<file path="src/rtl/aes_block_packer_pkg.sv">
// ============================================================================
// aes_block_packer_pkg : shared types and byte-slot mapping for the packer
// Revision: 1.0
// ============================================================================
`default_nettype none

package aes_block_packer_pkg;

  localparam int AES_BLOCK_BYTES = 16;

  typedef enum logic [2:0] {
    COLLECT = 3'd0,
    PAD     = 3'd1,
    ISSUE   = 3'd2,
    WAIT    = 3'd3,
    OUTPUT  = 3'd4
  } packer_state_t;

  // Stream byte idx lands at row idx%4, column idx/4; returns the MSB of that byte.
  function automatic logic [6:0] aes_byte_slot(input logic [3:0] idx);
    aes_byte_slot = 7'(127 - 8 * (4 * int'(idx[1:0]) + int'(idx[3:2])));
  endfunction

endpackage

`default_nettype wire

</file>
<file path="src/rtl/aes_block_packer.sv">
// ============================================================================
// aes_block_packer : byte stream -> 128-bit AES engine block feeder
// Optional PKCS#7 padding with AES_PKCS7_PAD_EN. Revision: 1.0
// ============================================================================
`default_nettype none

module aes_block_packer
  import aes_block_packer_pkg::*;
#(
  parameter int TIMEOUT_CYCLES = 64
) (
  input  logic         clk_in,
  input  logic         rst_n_in,
  input  logic [7:0]   byte_in,
  input  logic         byte_valid_in,
  input  logic         byte_last_in,
  output logic         byte_ready_out,
  output logic [127:0] eng_data_out,
  output logic         eng_init_out,
  input  logic         eng_valid_in,
  input  logic [127:0] eng_data_in,
  output logic [127:0] res_out,
  output logic         res_valid_out,
  output logic         res_last_out,
  input  logic         res_ready_in,
  output logic         error_out
);

  localparam int TMO_W = $clog2(TIMEOUT_CYCLES);

`ifdef AES_PKCS7_PAD_EN
  localparam bit PAD_EN = 1'b1;
`else
  localparam bit PAD_EN = 1'b0;
`endif

  packer_state_t      state_q;
  logic [3:0]         cnt_q;
  logic [127:0]       data_q;
  logic [127:0]       res_q;
  logic [TMO_W-1:0]   tmo_q;
  logic               ready_q;
  logic               init_q;
  logic               res_valid_q;
  logic               res_last_q;
  logic               error_q;
  logic               valid_q;
  logic               last_q;
  logic               extra_q;
  logic [7:0]         pad_byte_d;

  assign pad_byte_d = PAD_EN ? 8'(AES_BLOCK_BYTES - int'(cnt_q)) : 8'h00;

  always_ff @(posedge clk_in or negedge rst_n_in) begin
    if (!rst_n_in) begin
      state_q     <= COLLECT;
      cnt_q       <= 4'd0;
      data_q      <= '0;
      res_q       <= '0;
      tmo_q       <= '0;
      ready_q     <= 1'b0;
      init_q      <= 1'b0;
      res_valid_q <= 1'b0;
      res_last_q  <= 1'b0;
      error_q     <= 1'b0;
      valid_q     <= 1'b0;
      last_q      <= 1'b0;
      extra_q     <= 1'b0;
    end else begin
      valid_q <= eng_valid_in;
      init_q  <= 1'b0;
      case (state_q)
        COLLECT: begin
          ready_q <= 1'b1;
          if (byte_valid_in && ready_q) begin
            data_q[aes_byte_slot(cnt_q) -: 8] <= byte_in;
            cnt_q <= cnt_q + 4'd1;
            if (cnt_q == 4'd15) begin
              // A full final block closes the message unless PKCS#7 needs a trailer block.
              ready_q <= 1'b0;
              init_q  <= 1'b1;
              last_q  <= byte_last_in && !PAD_EN;
              extra_q <= byte_last_in && PAD_EN;
              state_q <= ISSUE;
            end else if (byte_last_in) begin
              ready_q <= 1'b0;
              last_q  <= 1'b1;
              state_q <= PAD;
            end
          end
        end
        PAD: begin
          for (int i = 0; i < AES_BLOCK_BYTES; i++) begin
            if (4'(i) >= cnt_q) data_q[aes_byte_slot(4'(i)) -: 8] <= pad_byte_d;
          end
          cnt_q   <= 4'd0;
          init_q  <= 1'b1;
          state_q <= ISSUE;
        end
        ISSUE: begin
          tmo_q   <= '0;
          state_q <= WAIT;
        end
        WAIT: begin
          if (eng_valid_in && !valid_q) begin
            res_q       <= eng_data_in;
            res_valid_q <= 1'b1;
            res_last_q  <= last_q;
            state_q     <= OUTPUT;
          end else if (tmo_q == TMO_W'(TIMEOUT_CYCLES - 1)) begin
            error_q <= 1'b1;
            ready_q <= 1'b1;
            cnt_q   <= 4'd0;
            last_q  <= 1'b0;
            extra_q <= 1'b0;
            state_q <= COLLECT;
          end else begin
            tmo_q <= tmo_q + 1'b1;
          end
        end
        OUTPUT: begin
          if (res_ready_in) begin
            res_valid_q <= 1'b0;
            res_last_q  <= 1'b0;
            if (extra_q) begin
              data_q  <= {AES_BLOCK_BYTES{8'h10}};
              extra_q <= 1'b0;
              last_q  <= 1'b1;
              init_q  <= 1'b1;
              state_q <= ISSUE;
            end else begin
              last_q  <= 1'b0;
              ready_q <= 1'b1;
              state_q <= COLLECT;
            end
          end
        end
        default: state_q <= COLLECT;
      endcase
    end
  end

  assign byte_ready_out = ready_q;
  assign eng_data_out   = data_q;
  assign eng_init_out   = init_q;
  assign res_out        = res_q;
  assign res_valid_out  = res_valid_q;
  assign res_last_out   = res_last_q;
  assign error_out      = error_q;

endmodule

`default_nettype wire

</file>
<file path="config.mk">
export PLATFORM = sky130hd
export DESIGN_NAME = aes_block_packer
export DESIGN_NICKNAME = d
export VERILOG_FILES = /design/src/rtl/aes_block_packer_pkg.sv /design/src/rtl/aes_block_packer.sv
export SDC_FILE = /design/constraint.sdc
export NUM_CORES = 1
export LEC_CHECK = 0
export BUFFER_PORTS_ARGS = -buffer_cell sky130_fd_sc_hd__buf_2
export CAP_MARGIN = 25
export CORE_ASPECT_RATIO = 0.75
export CORE_UTILIZATION = 43
export DETAILED_ROUTE_END_ITERATION = 8
export GPL_TIMING_DRIVEN = 0
export PLACE_DENSITY_LB_ADDON = 0.08
export RECOVER_POWER = 50
export SETUP_SLACK_MARGIN = 0.05
export SLEW_MARGIN = 20
export SYNTH_ARGS = -nofsm -noshare
export SYNTH_HDL_FRONTEND = slang
export SYNTH_SLANG_ARGS = --single-unit
</file>
<file path="constraint.sdc">
create_clock -name clk_in -period 2.35 [get_ports clk_in]
set_input_delay 0.47 -clock clk_in [delete_from_list [all_inputs] [get_ports clk_in]]
set_output_delay 0.47 -clock clk_in [all_outputs]
set_load 0.02 [all_outputs]
</file>
# == After elaboration in Yosys (flattened, before gate mapping) ==
# Index checks and enable logic that the tools add are counted.
# word_totals
regBits,277
in_bits,142
out_inout_bits,261
wordCells,183
# op_classes
add_sub_neg,5
magnitude_cmp,16
eq_ne,33
n_shift,2
n_mux,64
bitwise,1
reduce_logical,34
# ops
operator,count
$mux 128,3
$pmux 128 s3,1
$shift 8x9->135 const A,1
$shiftx 8x9->135,1
$bwmux 128,1
$mux 8,16
$reduce_and 5->1,17
$ne 2x2->1 const B,25
$ge 4x4->1 const A,8
$mux 1,22
$mux 3,6
$ge 3x4->1 const A,4
$pmux 3 s5,1
$mux 4,3
$mux 6,2
$pmux 1 s3,4
$pmux 4 s3,1
$pmux 6 s2,1
$reduce_and 6->1,2
$neg 7->9,1
$reduce_and 3->1,3
$reduce_bool 3->1,3
$ge 1x4->1 const A,2
$ge 2x4->1 const A,2
other kinds (19),25

# == Logic depth before layout (Yosys ltp) ==
# Gate-level depths: netlist of the first run.
# logic_depth
word_depth,7
ltp_mapped,8
depth_no_buf,6

# == Least setup slack after synthesis of the first run ==
# OpenSTA, ideal clock, no wires.
# synth_path
kind,reg2reg
startpoint,reg cnt_q[0]
endpoint,reg (tool-made name)
setup_ps,128
arrival_time_ps,2070
required_ps,2222
setup_slack_ps,153
stages_incl_launch_ff,9
path_buffers,2
period_less_slack_ps,2197
path_cell_list,dfrtp_1 -> buf_2 -> buf_1 -> inv_1 -> ha_1 -> nor2b_1 -> nor2_1 -> o311ai_4 -> mux2_1
# synth_lines
element,line_no,text
from (decl),aes_block_packer.sv:38,logic [3:0] cnt_q;
from (signal assigned),aes_block_packer.sv:77,cnt_q <= cnt_q + 4'd1;

# == Worst setup path in the final report of the first run ==
# layout_path
startpoint,reg cnt_q[2]
endpoint,reg data_q[51] (netlist: eng_data_out[51])
# layout_between
elab_chain_len,7
word_cells_on_any_way,11
cone_classes,add/sub: 3; order compare: 1; eq/ne: 1; shift: 2; mux: 3; reduce/logical: 1
# layout_lines
element,line_no,text
$add 4x2->4,aes_block_packer_pkg.sv:21,aes_byte_slot = 7'(127 - 8 * (4 * int'(idx[1:0]) + int'(idx[3:2])));
$sub 7x7->7,aes_block_packer_pkg.sv:21,
$neg 7->9,aes_block_packer.sv:76,data_q[aes_byte_slot(cnt_q) -: 8] <= byte_in;
$shiftx 8x9->135 or $shift 8x9->135 (tied branches),aes_block_packer.sv:76,
$bwmux 128,aes_block_packer.sv:76,
$mux 128,aes_block_packer.sv:75,if (byte_valid_in && ready_q) begin
$pmux 128 s3,aes_block_packer.sv:72,case (state_q)
"to (signal, indexed assignment)",aes_block_packer.sv:76,
"to (signal, indexed assignment)",aes_block_packer.sv:94,if (4'(i) >= cnt_q) data_q[aes_byte_slot(4'(i)) -: 8] <= pad_byte_d;
to (signal assigned),aes_block_packer.sv:126,data_q <= {AES_BLOCK_BYTES{8'h10}};
to (decl),aes_block_packer.sv:39,logic [127:0] data_q;
# Parallel ways exist; a longest one is shown, timed or not. The select of a mux whose other input is x is not followed.
# A chain may end at the register's enable or synchronous reset.

==> flow_metrics.env, run 1 <==
export IMPL_fin_crit_sh_pct=94.6
export IMPL_place_inst=1509
export IMPL_grt_pass1_vias=8181
export IMPL_cts_buffers_inserted=28
export IMPL_drcViolationCount=0
export IMPL_port_buffers=395
export IMPL_arrival_ns=2.65
export IMPL_grt_ovfl_total=0
export IMPL_finalHoldWorstSlack_ns=0.0918
export IMPL_slew_headroom_pct=16.2
export IMPL_cts_sinks=276
export IMPL_cts_tree="yes"
export IMPL_vdd_ir_drop_max_uv=570
export IMPL_ys_ff_latch=276
export IMPL_timing_fmax_ghz=0.450
export IMPL_fin_ws_ns=0.127
export IMPL_clkTransAtPathRegs_ns=0.06
export IMPL_post_place_ws_ns=-0.605
export IMPL_worst_pin_slew_ns=1.26
export IMPL_yosysWarningCount=0
export IMPL_grt_pass1_wl_mm=50.4
export IMPL_crit_fanout=10
export IMPL_grt_antenna_before_repair=0
export IMPL_clk_path_buf_depth=3
export IMPL_wl_mm=33.0
export IMPL_rsz0062_at_grt="yes"
export IMPL_seq_area_frac_synth_pct=61.7
export IMPL_worstSetupEndpointType="flip-flop"
export IMPL_start_util_pct=44.3
export IMPL_grtUsageTotal_pct=24.5
export IMPL_p_total_mw=19.6
export IMPL_core_rowCount=50
export IMPL_grt_max_degree=96
export IMPL_die_height_um=142
export IMPL_die_w_um=188
export IMPL_synthCells=774
export IMPL_hpwl_mm=24.0
export IMPL_fin_util_pct=56.8
export IMPL_wl_per_cell_um=21.2
export IMPL_gp_congestion=0.906
export IMPL_dr_pass1_iters=5
export IMPL_syn_area_per_cell_um2=14.5
export IMPL_required_ns=2.78
export IMPL_syn_nets=921
export IMPL_worstSetupPathType="flip-flop to flip-flop"
export IMPL_finalCriticalPeriod_ns=2.22
export IMPL_cts_root_buf="clkbuf_16"
export IMPL_clk_latency_ns=0.54
export IMPL_antenna_cells=0
export IMPL_die_area_um2=26700
export IMPL_htreeDepth=1
export IMPL_synth_edff_count=0
export IMPL_hp_class="input pin to flip-flop"
export IMPL_power_per_cell_area_nw_per_um2=1370
export IMPL_vias=8301
export IMPL_p_leak_nw=6.49
export IMPL_final_cells=1560
export IMPL_postSynth_asyncResetShare_pct=100
export IMPL_setup_violations=0
export IMPL_status="completed"
export IMPL_critPathLaunchType="flip-flop"
export IMPL_drt_iter0_drc=479
export IMPL_finalClockSkew_ns=0.0100
export IMPL_final_hold_viol_count=0
export IMPL_nets=1352
export IMPL_drtAntennaViolNets=0
export IMPL_maxSlewViolCount=0
export IMPL_synth_area_um2=11200
export IMPL_core_region_area_um2=25300
export IMPL_ys_types=64
export IMPL_drive_gt1_share_pct=24.3
export IMPL_via_per_inst=5.32
export IMPL_area_growth_pct=28.3
export IMPL_maxCapViolCount=0
export IMPL_ioPinCount=403
export IMPL_synth_flop_cell="dfrtp_1"
[cell usage after synthesis, drive strengths merged, types with 3 or more instances]
cell type / number / area (µm²)
nor3: 15 / 153
clkbuf: 13 / 50.0
a21oi: 9 / 56.3
buf: 40 / 218
nor2: 20 / 90.1
a32o: 5 / 50.1
a22o: 109 / 955
or4: 4 / 30.0
nor4: 5 / 67.6
nor2b: 4 / 25.0
o21ai: 16 / 83.8
nand2b: 8 / 50.1
nand3: 9 / 55.1
inv: 10 / 37.5
o221ai: 7 / 98.9
o41ai: 4 / 35.0
o22ai: 6 / 37.5
or3: 4 / 25.0
mux2: 143 / 1610
ha: 5 / 62.6
nand2: 20 / 75.1
and3: 3 / 18.8
o211ai: 3 / 32.5
dfrtp: 276 / 6910
o31ai: 7 / 52.6
[kinds of logic (layout without fill, tap and decap cells)]
group	Yosys count	after routing	synth area share, %
AOI/OAI and AO/OA	182	182	14.2
adders and majority gates	5	5	0.559
buffers and inverters	63	511	2.73
and+or+nand+nor	103	103	6.10
xor gates and xnor gates	1	1	0.145
DFF	276	276	61.7
muxes	144	144	14.5
[final cells by class]
class,instances,area (µm²)
inverter,10,37.5
buffer,53,300
multi-input combinational,435,4070
clock inverter,7,60.1
fill,2280,10900
clock buffer,40,807
tap,338,423
sequential,276,6910
timing repair buffer,401,1750
[path summary, 6_finish.rpt]
check | start | endpoint | slack (ns) | cells after the start
min reg2reg | error_out | error_out | 0.47 | 1
max in group asynchronous | rst_n_in | res_out[108] | 0.48 | 3
max | cnt_q[2] | eng_data_out[51] | 0.13 | 6
min | eng_valid_in | valid_q | 0.09 | 1
min in group asynchronous | rst_n_in | tmo_q[5] | 0.78 | 2
max reg2reg | cnt_q[2] | eng_data_out[51] | 0.13 | 6
[through the flow]
step / TNS (ns) / cell area (µm²)
final: 0 / 14400
after global routing: 0 / 14400
after CTS: 0 / 14600
after detailed placement: -34.86 / 13700
after global placement: -1253.34 / 13600
after floorplan: 0 / 11200
[critical path, stage by stage, from the launching register on]
cell,delay (ns)
dfrtp_1,0.44
buf_2,0.28
nand2_1,0.37
o32ai_2,0.41
o311ai_4,0.18
buf_4,0.20
a22o_1,0.23
[metal layers]
metal	wire, µm	GRT usage (%)	up-vias
li1	-	-	3772
met1	14600	35.1	4174
met2	15300	38.0	304
met3	2530	5.74	51
met4	631	4.79	0
met5	0	0	-
[power breakdown]
group | total, mW | switching, mW | internal, mW
Clock | 4.27 | 1.80 | 2.47
Sequential | 7.36 | 0.883 | 6.47
Combinational | 7.97 | 5.39 | 2.58
Total | 19.6 | 8.07 | 11.5
[repair_timing]
item	in CTS	in global routing
hold buffers	1	0
endpoints found under the hold margin	86	0
endpoints found under the setup margin	145	127
buffers inserted	2	1
pin swaps	4	2
resized for setup	12	16
[flip-flops by register name, indices dropped and copies added, names as in the netlist, named ones only]
name	count
cnt_q	4
error_out	1
state_q	3
res_last_out	1
eng_data_out	112
res_valid_out	1
byte_ready_out	1
res_out	128
last_q	1
valid_q	1
eng_init_out	1
tmo_q	6
[cell usage in the layout (no fill, tap or decap), types with 3 or more instances in the layout]
cell       count
clkbuf_1     278
buf_4          7
clkbuf_16     29
o22ai_1        5
nor3_4         6
buf_2        151
a22o_1       109
or3_1          4
nor2_2         3
clkbuf_2       3
mux2_1       102
buf_6          6
mux2_2        41
nor2b_1        4
a32o_1         5
clkbuf_4       4
a21oi_1        7
nor2_1        15
o31ai_1        7
and3_1         3
ha_1           4
nand2b_1       8
o41ai_1        4
clkbuf_8       4
or4_1          4
o21ai_0       13
nand2_1       20
clkinv_2       6
nor3_1         7
nand3_1        7
o221ai_2       4
dfrtp_1      275
inv_1          9
nor4_4         3
buf_1          8
No activity file was read; power rests on OpenSTA's default activity.
==> run 2, diff against run 1 <==
PLACE_DENSITY = 0.76   (was not set)
PLACE_DENSITY_LB_ADDON = not set   (was 0.08)
==> flow_metrics.env, run 2 (synthesis results as in run 1) <==
export IMPL_setup_tns_ns=0
export IMPL_placed_cell_area_um2=13700
export IMPL_cpPeakStageDelay_ns=0.49
export IMPL_clkTransAtPathRegs_ns=0.07
export IMPL_gp_congestion=0.921
export IMPL_maxCapViolCount=0
export IMPL_die_w_um=188
export IMPL_register_area_um2=6910
export IMPL_vias=8485
export IMPL_crit_path_cell_trace="buf_2, buf_2, nand2_1, a32oi_2, mux2_1"
export IMPL_worst_pin_slew_ns=1.27
export IMPL_stdcell_area_um2=14400
export IMPL_fin_util_pct=57.1
export IMPL_via_per_inst=5.42
export IMPL_finalHoldWorstSlack_ns=0.0814
export IMPL_hpwl_mm=25.1
export IMPL_grtUsageTotal_pct=24.9
export IMPL_grt_antenna_before_repair=0
export IMPL_port_buffers=395
export IMPL_timing_fmax_ghz=0.446
export IMPL_arrival_ns=2.66
export IMPL_grt_ovfl_total=0
export IMPL_start_util_pct=44.3
export IMPL_p_leak_nw=6.64
export IMPL_hp_class="input pin to flip-flop"
export IMPL_status="completed"
export IMPL_htreeDepth=1
export IMPL_final_hold_viol_count=0
export IMPL_drt_iter0_drc=524
export IMPL_wl_per_cell_um=21.7
export IMPL_layout_commonest_cell="dfrtp_1"
export IMPL_reg2reg_slack_ns=0.11
export IMPL_hp_start="eng_valid_in"
export IMPL_rsz0062_at_grt="yes"
export IMPL_core_rowCount=50
export IMPL_cts_sinks=276
export IMPL_finalCriticalPeriod_ns=2.24
export IMPL_p_total_mw=19.8
export IMPL_core_region_area_um2=25300
export IMPL_wl_mm=34.0
export IMPL_clk_path_buf_depth=3
export IMPL_multi_input_area_um2=4040
export IMPL_worstSetupPathType="flip-flop to flip-flop"
export IMPL_antenna_cells=0
export IMPL_nets=1354
export IMPL_drive_gt1_share_pct=26.9
export IMPL_grt_pass1_wl_mm=51.3
export IMPL_clk_latency_ns=0.54
export IMPL_slowest_stage="a32oi_2"
export IMPL_vdd_ir_drop_max_uv=746
export IMPL_cts_buffers_inserted=27
export IMPL_crit_fanout=10
export IMPL_area_growth_pct=29.1
export IMPL_crit_path_start="cnt_q[2]"
export IMPL_cp_common_cell="buf_2"
export IMPL_finalClockSkew_ns=0.00911
export IMPL_final_cell_mix="dfrtp_1 (276), clkbuf_1 (248), buf_2 (178)"
export IMPL_die_area_um2=26700
export IMPL_power_per_cell_area_nw_per_um2=1370
export IMPL_slew_headroom_pct=15.6
export IMPL_cts_tree="yes"
export IMPL_fin_crit_sh_pct=95.5
export IMPL_grt_pass1_vias=8627
export IMPL_ioPinCount=403
export IMPL_worstSetupEndpointType="flip-flop"
export IMPL_grt_max_degree=99
export IMPL_largest_reg_flops=128
export IMPL_drcViolationCount=0
export IMPL_critPathLaunchType="flip-flop"
export IMPL_fill_cells=2199
export IMPL_drtAntennaViolNets=0
export IMPL_required_ns=2.77
export IMPL_die_height_um=142
export IMPL_setup_violations=0
export IMPL_rr_startpoint="cnt_q[2]"
export IMPL_maxSlewViolCount=0
export IMPL_dr_pass1_iters=5
export IMPL_cts_root_buf="clkbuf_16"
run 2: worst max-delay path: cells and delay by family (launching register included):
| family | cells | cell delay (ns) |
|---|---|---|
| muxes | 1 | 0.37 |
| and+or+nand+nor | 1 | 0.21 |
| DFF | 1 | 0.47 |
| AOI/OAI and AO/OA | 1 | 0.49 |
| buffers and inverters | 2 | 0.58 |
run 2: cell type report:
class                      count  share of cell area (%)
tap                          338                    2.93
buffer                        53                    2.04
clock buffer                  37                    5.42
timing repair buffer         404                    12.5
clock inverter                12                    1.02
multi-input combinational    435                    28.0
inverter                      10                   0.260
sequential                   276                    47.8
run 2: stage by stage:
stage | worst slack, ns | cells
finish | 0.107 | 1565
CTS | 0.0532 | 1561
global placement | -4.20 | 1507
global route | 0.00946 | 1565
detailed placement | -0.584 | 1509
floorplan | 0.153 | 774
run 2: path summary, 6_finish.rpt:
path | end | depth (start not counted)
hold / removal | valid_q | 1
setup / recovery | flip-flop | 5
max in group asynchronous | eng_data_out[87] | 3
hold reg to reg | error_out | 1
setup reg to reg | flip-flop | 5
min in group asynchronous | eng_data_out[3] | 2
run 2: metal layers:
| metal | share of wire, % | GRT usage (%) | vias to the layer above | wire length (µm) |
|---|---|---|---|---|
| met4 | 2.7 | 6.89 | 0 | 918 |
| li1 | - | - | 3756 | - |
| met5 | 0 | 0 | - | 0 |
| met1 | 43 | 34.4 | 4348 | 14700 |
| met2 | 47 | 39.7 | 322 | 15900 |
| met3 | 7.3 | 5.64 | 59 | 2470 |
run 2: what timing repair did:
action | CTS | global route
hold buffers | 1 | 0
resized for setup | 11 | 12
endpoints found under the hold margin | 88 | 0
pin swaps | 3 | 4
buffers inserted | 2 | 4
setup endpoints to repair | 146 | 135
run 2: where the power goes:
group	switching, mW	internal (mW)	total [mW]
clock network	1.85	2.66	4.51
registers	0.928	6.47	7.40
logic	5.34	2.59	7.93
total	8.12	11.7	19.8
